==> src/rtl/simd_alu_pipe.sv <==
// Two-stage SIMD add/sub/select unit with per-lane wrap or saturating arithmetic,
// valid/ready flow control, per-lane overflow flags and a sticky overflow bit.
module simd_alu_pipe #(
  parameter int unsigned W = 32
) (
  input  logic           clk,
  input  logic           rst,
  input  logic           in_valid,
  output logic           in_ready,
  input  logic [2:0]     op,
  input  logic [1:0]     size,
  input  logic [1:0]     sat,
  input  logic [W-1:0]   A,
  input  logic [W-1:0]   B,
  output logic           out_valid,
  input  logic           out_ready,
  output logic [W-1:0]   Y,
  output logic [W/8-1:0] flags,
  input  logic           clr_sticky,
  output logic           sticky_ovf
);

  localparam int unsigned NB    = W / 8;
  localparam int unsigned NbLog = $clog2(NB);
  // Largest encodable lane-size exponent that still fits in W.
  localparam logic [1:0]  MaxLog = (NbLog > 3) ? 2'd3 : 2'(NbLog);

  logic          s1_valid;
  logic [W-1:0]  s1_sum, d_sum;
  logic [NB-1:0] s1_cout, d_cout, s1_sub, d_sub, s1_amsb, d_amsb, s1_bmsb, d_bmsb;
  logic [1:0]    s1_sat, s1_log, lb_log;
  logic          s1_sel, d_sel;
  logic [W-1:0]  y_d;
  logic [NB-1:0] f_d;
  logic          s2_adv, sticky_d;

  assign s2_adv   = !out_valid || out_ready;
  assign in_ready = !s1_valid || s2_adv;
  assign lb_log   = (size > MaxLog) ? MaxLog : size;
  assign d_sel    = (op == 3'd4) || (op == 3'd5);

  // Byte-sliced adder; the carry chain restarts at every lane boundary.
  always_comb begin : stage1
    int unsigned lmask;
    logic        carry, sub, cin, lane_odd;
    logic [7:0]  beff;
    logic [8:0]  s9;
    lmask    = (32'd1 << lb_log) - 32'd1;
    carry    = 1'b0;
    sub      = 1'b0;
    cin      = 1'b0;
    lane_odd = 1'b0;
    beff     = '0;
    s9       = '0;
    d_sum    = '0;
    d_cout   = '0;
    d_sub    = '0;
    d_amsb   = '0;
    d_bmsb   = '0;
    for (int unsigned k = 0; k < NB; k++) begin
      lane_odd = ((k >> lb_log) & 32'd1) != 32'd0;
      case (op)
        3'd1:    sub = 1'b1;
        3'd2:    sub = lane_odd;
        3'd3:    sub = !lane_odd;
        default: sub = 1'b0;
      endcase
      beff           = sub ? ~B[8*k +: 8] : B[8*k +: 8];
      cin            = ((k & lmask) == 32'd0) ? sub : carry;
      s9             = {1'b0, A[8*k +: 8]} + {1'b0, beff} + {8'd0, cin};
      carry          = s9[8];
      d_sum[8*k +: 8] = s9[7:0];
      d_cout[k]      = s9[8];
      d_sub[k]       = sub;
      d_amsb[k]      = A[8*k+7];
      d_bmsb[k]      = beff[7];
    end
    if (op == 3'd4) d_sum = A;
    if (op == 3'd5) d_sum = B;
  end

  // Overflow is judged from the lane's top byte and applied to every byte of the lane.
  always_comb begin : stage2
    int unsigned lmask, t;
    logic        top, ovf_u, ovf_s, ovf;
    logic [7:0]  sb;
    lmask = (32'd1 << s1_log) - 32'd1;
    t     = 0;
    top   = 1'b0;
    ovf_u = 1'b0;
    ovf_s = 1'b0;
    ovf   = 1'b0;
    sb    = '0;
    y_d   = s1_sum;
    f_d   = '0;
    for (int unsigned k = 0; k < NB; k++) begin
      t     = k | lmask;
      top   = (k == t);
      ovf_u = s1_sub[t] ? !s1_cout[t] : s1_cout[t];
      ovf_s = (s1_amsb[t] == s1_bmsb[t]) && (s1_sum[8*t+7] != s1_amsb[t]);
      ovf   = ((s1_sat == 2'b10) ? ovf_s : ovf_u) && !s1_sel;
      sb    = s1_sum[8*k +: 8];
      if (ovf) begin
        if (s1_sat == 2'b01) begin
          sb = s1_sub[t] ? 8'h00 : 8'hFF;
        end else if (s1_sat == 2'b10) begin
          sb = s1_amsb[t] ? (top ? 8'h80 : 8'h00) : (top ? 8'h7F : 8'hFF);
        end
      end
      y_d[8*k +: 8] = sb;
      f_d[k]        = top && ovf;
    end
  end

  always_comb begin
    sticky_d = clr_sticky ? 1'b0 : sticky_ovf;
    if (out_valid && out_ready && (|flags)) sticky_d = 1'b1;
  end

  always_ff @(posedge clk or negedge rst) begin
    if (!rst) begin
      s1_valid   <= 1'b0;
      s1_sum     <= '0;
      s1_cout    <= '0;
      s1_sub     <= '0;
      s1_amsb    <= '0;
      s1_bmsb    <= '0;
      s1_sat     <= '0;
      s1_log     <= '0;
      s1_sel     <= 1'b0;
      out_valid  <= 1'b0;
      Y          <= '0;
      flags      <= '0;
      sticky_ovf <= 1'b0;
    end else begin
      if (in_ready) s1_valid <= in_valid;
      if (in_valid && in_ready) begin
        s1_sum  <= d_sum;
        s1_cout <= d_cout;
        s1_sub  <= d_sub;
        s1_amsb <= d_amsb;
        s1_bmsb <= d_bmsb;
        s1_sat  <= sat;
        s1_log  <= lb_log;
        s1_sel  <= d_sel;
      end
      if (s2_adv) out_valid <= s1_valid;
      if (s2_adv && s1_valid) begin
        Y     <= y_d;
        flags <= f_d;
      end
      sticky_ovf <= sticky_d;
    end
  end

endmodule

==> config.mk <==
export PLATFORM = sky130hd
export DESIGN_NAME = simd_alu_pipe
export DESIGN_NICKNAME = d
export VERILOG_FILES = /design/src/rtl/simd_alu_pipe.sv
export SDC_FILE = /design/constraint.sdc
export NUM_CORES = 1
export LEC_CHECK = 0
export ABC_AREA = 1
export ABC_CLOCK_PERIOD_IN_PS = 4710
export BUFFER_PORTS_ARGS = -buffer_cell sky130_fd_sc_hd__buf_2
export CELL_PAD_IN_SITES_DETAIL_PLACEMENT = 0
export CELL_PAD_IN_SITES_GLOBAL_PLACEMENT = 1
export CORE_MARGIN = 8
export CORE_UTILIZATION = 41
export CTS_CLUSTER_SIZE = 12
export DETAILED_ROUTE_END_ITERATION = 8
export PLACE_DENSITY = 0.84
export SYNTH_ARGS = -nofsm -noshare
export SYNTH_HDL_FRONTEND = slang
export SYNTH_SLANG_ARGS = --single-unit
export TNS_END_PERCENT = 100
==> constraint.sdc <==
create_clock -name clk -period 4.71 [get_ports clk]
set_input_delay 0.471 -clock clk [delete_from_list [all_inputs] [get_ports clk]]
set_output_delay 0.471 -clock clk [all_outputs]
set_load 0.01 [all_outputs]
# Word level (Yosys, flattened, before mapping)
# Cells that the tools add are included.
[word_totals]
in_bits = 76
regBits = 92
wordCells = 188
[classes]
mux = 88
order_cmp = 9
eq_ne = 15
reduce_logical = 39
add_sub_neg = 14
bitwise = 4
n_shift = 6
[ops]
columns = ["operator", "n"]
rows = [
  ["$mux W8", 32],
  ["$add A32 B3 Y32 const B", 4],
  ["$logic_not A32 Y1", 4],
  ["$lt A32 B3 Y1 const B", 4],
  ["$lt A32 B6 Y1 const B", 4],
  ["$mux W32", 2],
  ["$logic_not A31 Y1", 2],
  ["$mux W1", 41],
  ["$add A8 B8 Y9", 4],
  ["$add A9 B1 Y9", 4],
  ["$not A8 Y8", 4],
  ["$shl A1 B2 Y32 const A", 1],
  ["$sub A32 B1 Y32 const B", 1],
  ["$logic_not A30 Y1", 1],
  ["$bmux W1 S5", 4],
  ["$logic_and A1 B1 Y1", 16],
  ["$pmux W1 S3", 4],
  ["$logic_not A1 Y1", 11],
  ["$bmux W1 S2", 4],
  ["$eq A3 B2 Y1 const B", 2],
  ["$eq A3 B3 Y1 const B", 2],
  ["$eq A1 B1 Y1", 4],
  ["$ne A1 B1 Y1", 4],
  ["$reduce_or A4 Y1", 1],
  ["11 further kinds", 15],
]

# Longest topological paths before layout
# Gate-level depths: netlist of the first run.
[depth]
word_depth = 16
ltp_mapped = 38
mapped_depth_nobuf = 36

# Worst setup path before layout of the first run
# No wires, ideal clock.
[synth_path]
path_type = "in2reg"
start = "input port op[0]"
end = "register s1_sum[29]"
arrival_ps = 5873
n_path_buf = 2
stages = 37
slack_ps = -1240
cell_sequence = "buf_4 -> inv_2 -> nor2_1 -> buf_4 -> xor2_1 -> ha_1 -> nand2_1 -> inv_1 -> o21ai_0 -> nand3_1 -> a21o_1 -> a21oi_1 -> o21a_1 -> fa_1 -> fa_1 -> o31ai_1 -> nand2_1 -> nand2_1 -> nand2_1 -> nand3_1 -> o21ai_0 -> fa_1 -> fa_1 -> inv_1 -> nand4_1 -> o211ai_1 -> a21o_1 -> a21oi_1 -> o21ai_0 -> fa_1 -> nand3_1 -> nand2_1 -> a21oi_1 -> or2_2 -> nand3_1 -> o211ai_1 -> a21oi_1"
[synth_via]
elab_chain_len = 13
word_cells_on_any_way = 26
[synth_lines]
columns = ["element", "line_no", "rtl"]
rows = [
  ["start, declared", "10", "input logic [2:0] op,"],
  ["$eq A3 B2 Y1 / $eq A3 B1 Y1 (equally long branches)", "62", "case (op)"],
  ["$pmux W1 S3", "62", ""],
  ["$mux W8", "68", "beff = sub ? ~B[8*k +: 8] : B[8*k +: 8];"],
  ["$add A8 B8 Y9", "70", "s9 = {1'b0, A[8*k +: 8]} + {1'b0, beff} + {8'd0, cin};"],
  ["$add A9 B1 Y9", "70", ""],
  ["$mux W1", "69", "cin = ((k & lmask) == 32'd0) ? sub : carry;"],
  ["$add A9 B1 Y9", "70", ""],
  ["$mux W1", "69", ""],
  ["$add A9 B1 Y9", "70", ""],
  ["$mux W1", "69", ""],
  ["$add A9 B1 Y9", "70", ""],
  ["$mux W32", "78", "if (op == 3'd4) d_sum = A;"],
  ["$mux W32 *", "79", "if (op == 3'd5) d_sum = B;"],
  ["end signal, assigned", "138", "s1_sum <= d_sum;"],
  ["end, declared", "29", "logic [W-1:0] s1_sum, d_sum;"],
]
# Every way passes the cells marked *; elsewhere a longest branch is shown, timed or not.
# A chain may end at the register's enable or synchronous reset.

# Worst setup path after layout of the first run
[layout_path]
start = "input port op[0]"
end = "register s1_sum[14]"
[layout_via]
elab_chain_len = 9
word_cells_on_any_way = 16
[layout_lines]
columns = ["element", "line_no"]
rows = [
  ["$eq A3 B2 Y1 / $eq A3 B1 Y1 (equally long branches)", "62"],
  ["$pmux W1 S3", "62"],
  ["$mux W8", "68"],
  ["$add A8 B8 Y9", "70"],
  ["$add A9 B1 Y9", "70"],
  ["$mux W1", "69"],
  ["$add A9 B1 Y9", "70"],
  ["$mux W32", "78"],
  ["$mux W32 *", "79"],
]
# Marked as above.

==> impl_metrics.sql, run 1 <==
INSERT INTO impl_metrics (metric_group, metric, value, unit) VALUES
('cells_and_area', 'layout-drive-gt1-share', '25.1', '%'),
('timing', 'relSlewSlack', '44.8', '%'),
('synth', 'synth-async-reset-ratio', '100', '%'),
('floorplan', 'std_cell_rows', '47', ''),
('routing', 'drc', '0', ''),
('timing', 'final_max_slew_viol_count', '0', ''),
('synth', 'yosysUniqueCellTypes', '46', ''),
('routing', 'drt_pre_antenna_iters', '5', ''),
('setup_path', 'cp.required', '4.97', 'ns'),
('synth', 'synthesis.nets', '1095', ''),
('clock_tree', 'clkSlewWorstSetupHoldPaths', '0.07', 'ns'),
('cells_and_area', 'flow.area_growth_from_synthesis', '27.7', '%'),
('setup_path', 'timing.critical_path.to_type', 'flip-flop', ''),
('floorplan', 'start_util', '41.9', '%'),
('floorplan', 'ios', '115', ''),
('place', 'dpl_worst_slack', '-1.30', 'ns'),
('global_routing', 'maximum_number_of_pins_on_one_net_before_global_route_repair', '64', ''),
('synth', 'synth_warnings', '0', ''),
('global_routing', 'gr-max-usage-layer', 'met2', ''),
('synth', 'syn_area', '0.00695', 'mm^2'),
('clock_tree', 'numCtsBuffers', '9', ''),
('clock_tree', 'clock_insertion_delay_worst_skew', '0.36', 'ns'),
('timing', 'tightestPinTransition', '0.823', 'ns'),
('clock_tree', 'clock_path_buffers', '2', ''),
('global_routing', 'groute.layer.met2.usage', '31.0', '%'),
('status', 'violations_in_the_final_reports', 'negative setup slack', ''),
('timing', 'post_route_setup_slack', '-0.811', 'ns'),
('routing', 'dr_total_vias', '7092', ''),
('cells_and_area', 'fillCellCount', '1660', ''),
('routing', 'detail_route.wl_per_cell', '15.6', 'um'),
('place', 'place.detailed.instances', '1355', ''),
('cells_and_area', 'finalNetCount', '1288', ''),
('global_routing', 'grt_first_pass_wirelength', '35600', 'um'),
('global_routing', 'gr-total-overflow', '0', ''),
('routing', 'avgViaCountPerCell', '5.06', ''),
('pwr', 'p_total', '0.00382', 'W'),
('hold_path', 'hold_path.class', 'in2async', ''),
('cells_and_area', 'design_area_final', '0.00887', 'mm^2'),
('clock_tree', 'cts.htree.levels', '3', ''),
('clock_tree', 'clock_tree.root_cell', 'sky130_fd_sc_hd__clkbuf_16', ''),
('synth', 'synthDominantCellAreaShare', '33.1', '%'),
('timing', 'rsz_0062_raised_after_global_routing', 'yes', ''),
('synth', 'count_of_flip_flops_with_a_built_in_enable_after_synthesis', '0', ''),
('synth', 'synthDominantAreaCellType', 'sky130_fd_sc_hd__dfrtp_1', ''),
('timing', 'max_freq', '181', 'MHz'),
('timing', 'setup-violations-final', '10', ''),
('setup_path', 'r2r.worst_path.cells', '13', ''),
('floorplan', 'die_span_in_x', '146', 'um'),
('setup_path', 'type_of_element_launching_the_critical_path', 'input pin', ''),
('floorplan', 'die_area', '0.0214', 'mm^2'),
('clock_tree', 'clock_sinks', '92', ''),
('status', 'run_status', 'complete, but fails checks', ''),
('cells_and_area', 'count_of_antenna_diodes_in_the_layout', '0', ''),
('setup_path', 'timing_worst_setup_path_type', 'in2reg', ''),
('routing', 'detail-route-antenna-nets', '0', ''),
('cells_and_area', 'layout.cells.most_common_list', 'sky130_fd_sc_hd__nand2_1 (270), sky130_fd_sc_hd__buf_2 (112), sky130_fd_sc_hd__inv_1 (106), sky130_fd_sc_hd__buf_4 (100), sky130_fd_sc_hd__dfrtp_1 (92)', ''),
('place', 'dpl.hpwl', '16300', 'um'),
('place', 'port_buffers', '114', ''),
('setup_path', 'critPathLaunch', 'op[0]', ''),
('global_routing', 'gr-usage-met3', '3.74', '%'),
('synth', 'synth.top_cells.by_area', 'sky130_fd_sc_hd__dfrtp_1 (33%), sky130_fd_sc_hd__nand2_1 (15%), sky130_fd_sc_hd__inv_1 (5.8%)', ''),
('cells_and_area', 'final-seq-area', '0.00230', 'mm^2'),
('timing', 'layout_worst_path_cycle_share', '117', '%'),
('timing', 'finClkSkew', '0.0126', 'ns'),
('synth', 'yosys_most_used_dff', 'sky130_fd_sc_hd__dfrtp_1', ''),
('floorplan', 'dieHeight', '146', 'um'),
('job', 'drv.max_cap_violation_count', '0', ''),
('cells_and_area', 'layout.cells.most_common', 'sky130_fd_sc_hd__nand2_1', ''),
('cells_and_area', 'stdcell_count', '1401', ''),
('floorplan', 'floorplan.core_area', '0.0166', 'mm^2'),
('global_routing', 'global_route.usage.met1', '28.5', '%');
[metal layers]
metal	up-vias	routed length, um
met3	20	1460
met4	0	327
met5	-	0
met1	3235	10500
li1	3598	-
met2	239	9540
[cell usage after synthesis, types with 11 or more instances]
master,number
sky130_fd_sc_hd__nand3_1,62
sky130_fd_sc_hd__o21ai_0,61
sky130_fd_sc_hd__ha_1,29
sky130_fd_sc_hd__dfrtp_1,92
sky130_fd_sc_hd__nor2_1,82
sky130_fd_sc_hd__o211ai_1,20
sky130_fd_sc_hd__a21oi_1,80
sky130_fd_sc_hd__xor2_1,21
sky130_fd_sc_hd__clkbuf_1,17
sky130_fd_sc_hd__nand2_1,272
sky130_fd_sc_hd__buf_2,11
sky130_fd_sc_hd__inv_1,108
sky130_fd_sc_hd__xnor2_1,27
[per-stage QoR]
step | setup TNS (ns) | hold slack (ns)
global placement | -10.31 | 0.458
global route | -9.19 | 0.216
CTS | -5.35 | 0.179
detailed placement | -11.68 | 0.460
finish | -5.86 | 0.157
floorplan | -6.83 | 0.175
[critical path: cells and delay by family]
family / cells / cell delay [ns]
adder cells (fa/ha/maj): 3 / 1.03
buffers and inverters: 25 / 2.88
AO/OA/AOI/OAI: 5 / 0.64
XOR/XNOR: 1 / 0.14
AND/OR/NAND/NOR: 8 / 0.57
[registers in the layout, indices dropped and copies added, names as in the netlist]
register and count:
s1_bmsb 4, s1_cout 4, Y 32, out_valid 1
s1_amsb 4, s1_sum 32, s1_log 2, s1_sel 1
flags 4, s1_valid 1, s1_sub 4, s1_sat 2
sticky_ovf 1
[timing repair]
item                       4_1_cts  5_1_grt
buffers inserted                28        4
setup endpoints to repair        9       13
pin swaps                       10        7
hold buffers                     0        0
resized for setup                7       21
[cell type report]
type / count / area share [%]
multi-input combinational: 739 / 46.8
sequential: 92 / 26.0
timing repair buffer: 216 / 15.4
inverter: 118 / 5.08
tap: 220 / 3.10
clock buffer: 10 / 2.58
clock inverter: 6 / 1.07
[worst min-delay path by stage]
stage | startpoint | to | slack, ns
2_1_floorplan | rst | Y[0] | 0.18
3_5_place_dp | Y[15] | Y[15] | 0.46
5_1_grt | rst | Y[6] | 0.22
6_report | rst | Y[4] | 0.16
3_3_place_gp | Y[17] | Y[17] | 0.46
4_1_cts | rst | Y[6] | 0.18
[where the power goes]
group	switching, W	leakage (nW)	internal (W)
combinational	0.00105	3.43	0.000735
clock	0.000336	0.158	0.000471
sequential	0.000181	1.08	0.00105
total	0.00156	4.67	0.00225
[cells by family after synthesis]
kind of cell	after synthesis	share of synthesized area, %
buffers and inverters	152	9.06
xor gates and xnor gates	48	6.05
and+or+nand+nor	451	27.8
adders and majority gates	36	7.24
AOI/OAI and AO/OA	204	16.7
DFF	92	33.1
(Power assumes the default switching activity.)
==> run 2: changes to the inputs <==
CTS_CLUSTER_SIZE = 25   (was 12)
SKIP_LAST_GASP = 1   (was unset)
==> run 2 against run 1 <==
Compared with the run above:
- sequential power is essentially flat
- largest cell class unchanged
- combinational power about the same
- via count hardly changed
- worst setup slack worse by 0.025 ns
- final cell count did not move
- the run still ends with negative setup slack left
- hold slack lost 0.0046 ns
==> impl_metrics.sql, run 2 (synthesis gave the netlist of run 1 again) <==
INSERT INTO impl_metrics (metric_group, metric, value, unit) VALUES
('status', 'run_status', 'complete, but fails checks', ''),
('status', 'violations_in_the_final_reports', 'negative setup slack', ''),
('setup_path', 'crit_top_cell', 'sky130_fd_sc_hd__buf_4', ''),
('setup_path', 'timing_worst_setup_path_type', 'in2reg', ''),
('cells_and_area', 'finalNetCount', '1288', ''),
('setup_path', 'max_stage_delay', '0.37', 'ns'),
('routing', 'routed_wirelength', '21800', 'um'),
('floorplan', 'die_area', '0.0214', 'mm^2'),
('timing', 'finClkSkew', '0.0156', 'ns'),
('global_routing', 'gr-total-overflow', '0', ''),
('clock_tree', 'cts.hold.buffers_added', '0', ''),
('clock_tree', 'clock_path_buffers', '2', ''),
('cells_and_area', 'stdcell_count', '1401', ''),
('routing', 'drt_pre_antenna_iters', '5', ''),
('setup_path', 'timing.critical_path.to_type', 'flip-flop', ''),
('job', 'drv.max_cap_violation_count', '0', ''),
('pwr', 'leakagePower', '4.65', 'nW'),
('cells_and_area', 'layout.cells.most_common', 'sky130_fd_sc_hd__nand2_1', ''),
('floorplan', 'die_span_in_x', '146', 'um'),
('timing', 'hold_ws', '0.153', 'ns'),
('floorplan', 'floorplan.core_area', '0.0166', 'mm^2'),
('routing', 'drc', '0', ''),
('place', 'dpl.hpwl', '16300', 'um'),
('cells_and_area', 'count_of_antenna_diodes_in_the_layout', '0', ''),
('floorplan', 'ios', '115', ''),
('global_routing', 'grt_first_pass_wirelength', '35500', 'um'),
('pwr', 'ir_worst_vdd', '0.211', 'mV'),
('routing', 'avgViaCountPerCell', '5.06', ''),
('setup_path', 'worst_ep_arrival_time', '5.81', 'ns'),
('cells_and_area', 'largestRegisters', 'Y x32, s1_sum x32', ''),
('floorplan', 'dieHeight', '146', 'um'),
('global_routing', 'maximum_number_of_pins_on_one_net_before_global_route_repair', '64', ''),
('routing', 'dr_total_vias', '7095', ''),
('place', 'port_buffers', '114', ''),
('floorplan', 'std_cell_rows', '47', ''),
('pwr', 'p_per_area', '431', 'mW/mm^2'),
('setup_path', 'cp_max_fo', '7', ''),
('timing', 'post_route_setup_slack', '-0.836', 'ns'),
('timing', 'tightestPinTransition', '0.817', 'ns'),
('place', 'place.detailed.instances', '1355', ''),
('setup_path', 'cp.required', '4.97', 'ns'),
('routing', 'detail_route.wl_per_cell', '15.5', 'um'),
('setup_path', 'setup.reg_to_reg.worst_slack', '2.11', 'ns'),
('clock_tree', 'tritoncts_clock_tree', 'done', ''),
('routing', 'detailedRoute.firstIterationViolations', '493', ''),
('routing', 'detail-route-antenna-nets', '0', ''),
('cells_and_area', 'postLayoutCoreUtil', '53.3', '%'),
('setup_path', 'cp_slowest_cell', 'sky130_fd_sc_hd__fa_2', ''),
('global_routing', 'grtUsageTotal', '20.4', '%'),
('cells_and_area', 'layout.cells.most_common_list', 'sky130_fd_sc_hd__nand2_1 (270), sky130_fd_sc_hd__buf_2 (113), sky130_fd_sc_hd__inv_1 (106), sky130_fd_sc_hd__buf_4 (101), sky130_fd_sc_hd__dfrtp_1 (92)', ''),
('timing', 'max_freq', '180', 'MHz'),
('clock_tree', 'clock_tree.root_cell', 'sky130_fd_sc_hd__clkbuf_16', ''),
('place', 'gp_weighted_congestion', '0.892', ''),
('clock_tree', 'clock_sinks', '92', ''),
('timing', 'rsz_0062_raised_after_global_routing', 'yes', ''),
('timing', 'min_clock_period_post_route', '5.55', 'ns'),
('timing', 'finalHoldViolCount', '0', ''),
('timing', 'layout_worst_path_cycle_share', '118', '%'),
('timing', 'setup-violations-final', '10', ''),
('clock_tree', 'numCtsBuffers', '9', ''),
('cells_and_area', 'flow.area_growth_from_synthesis', '27.2', '%'),
('global_routing', 'grt_antenna_before_repair', '0', ''),
('timing', 'relSlewSlack', '45.2', '%'),
('clock_tree', 'cts.htree.levels', '3', ''),
('global_routing', 'first_global_vias', '6882', ''),
('hold_path', 'hold_path.class', 'in2async', ''),
('setup_path', 'type_of_element_launching_the_critical_path', 'input pin', ''),
('clock_tree', 'clock_insertion_delay_worst_skew', '0.36', 'ns'),
('cells_and_area', 'layout-drive-gt1-share', '24.8', '%'),
('clock_tree', 'clkSlewWorstSetupHoldPaths', '0.08', 'ns'),
('timing', 'final_max_slew_viol_count', '0', ''),
('floorplan', 'start_util', '41.9', '%');
[run 2: worst paths after layout]
kind / from / endpoint / cells past startpoint
worst max-delay path: op[0] / s1_sum[14] / 42
worst min-delay path: rst / Y[4] / 1
worst max register to register: s1_log[0] / Y[13] / 13
worst min register to register: Y[15] / Y[15] / 2
max in group asynchronous: rst / Y[28] / 2
min in group clk: clr_sticky / sticky_ovf / 2
[run 2: routing by layer]
layer	wire length, um	vias up	track usage (%)
met5	0	-	0
met4	323	0	6.75
met3	1420	20	3.74
met2	9420	228	30.9
met1	10600	3245	28.5
li1	-	3602	-
[run 2: what timing repair did]
| item | CTS | global route |
|---|---|---|
| pin swaps | 8 | 6 |
| buffers inserted | 28 | 4 |
| resized for setup | 5 | 15 |
| setup endpoints to repair | 9 | 13 |
[run 2: cell type report]
type / count / area [um^2]
sequential: 92 / 2300
clock inverter: 6 / 95.1
tap: 220 / 275
timing repair buffer: 216 / 1360
inverter: 118 / 448
multi-input combinational: 739 / 4130
clock buffer: 10 / 229
fill: 1666 / 7750
[run 2: worst max-delay path, delay by kind of cell]
family	cells	cell delay, ns
and+or+nand+nor	8	0.58
xor gates and xnor gates	1	0.14
AOI/OAI and AO/OA	5	0.64
buffers and inverters	25	2.93
adders and majority gates	3	1.03
[run 2: per-stage QoR]
stage / setup TNS [ns] / power (W) / area, um^2 / setup WS (ns)
after floorplan: -6.83 / 0.00232 / 7000 / -0.882
after global placement: -10.31 / 0.00289 / 8200 / -1.19
after detailed placement: -11.68 / 0.00292 / 8200 / -1.30
after CTS: -5.87 / 0.00379 / 8760 / -0.674
after global routing: -10.02 / 0.00413 / 8840 / -1.06
final: -6.30 / 0.00381 / 8840 / -0.836
[run 2: power breakdown]
group          internal [W]  switching [W]  leakage, nW
Clock              0.000471       0.000338        0.158
Combinational      0.000732        0.00104         3.42
Sequential          0.00105       0.000180         1.08
Total               0.00225        0.00156         4.65
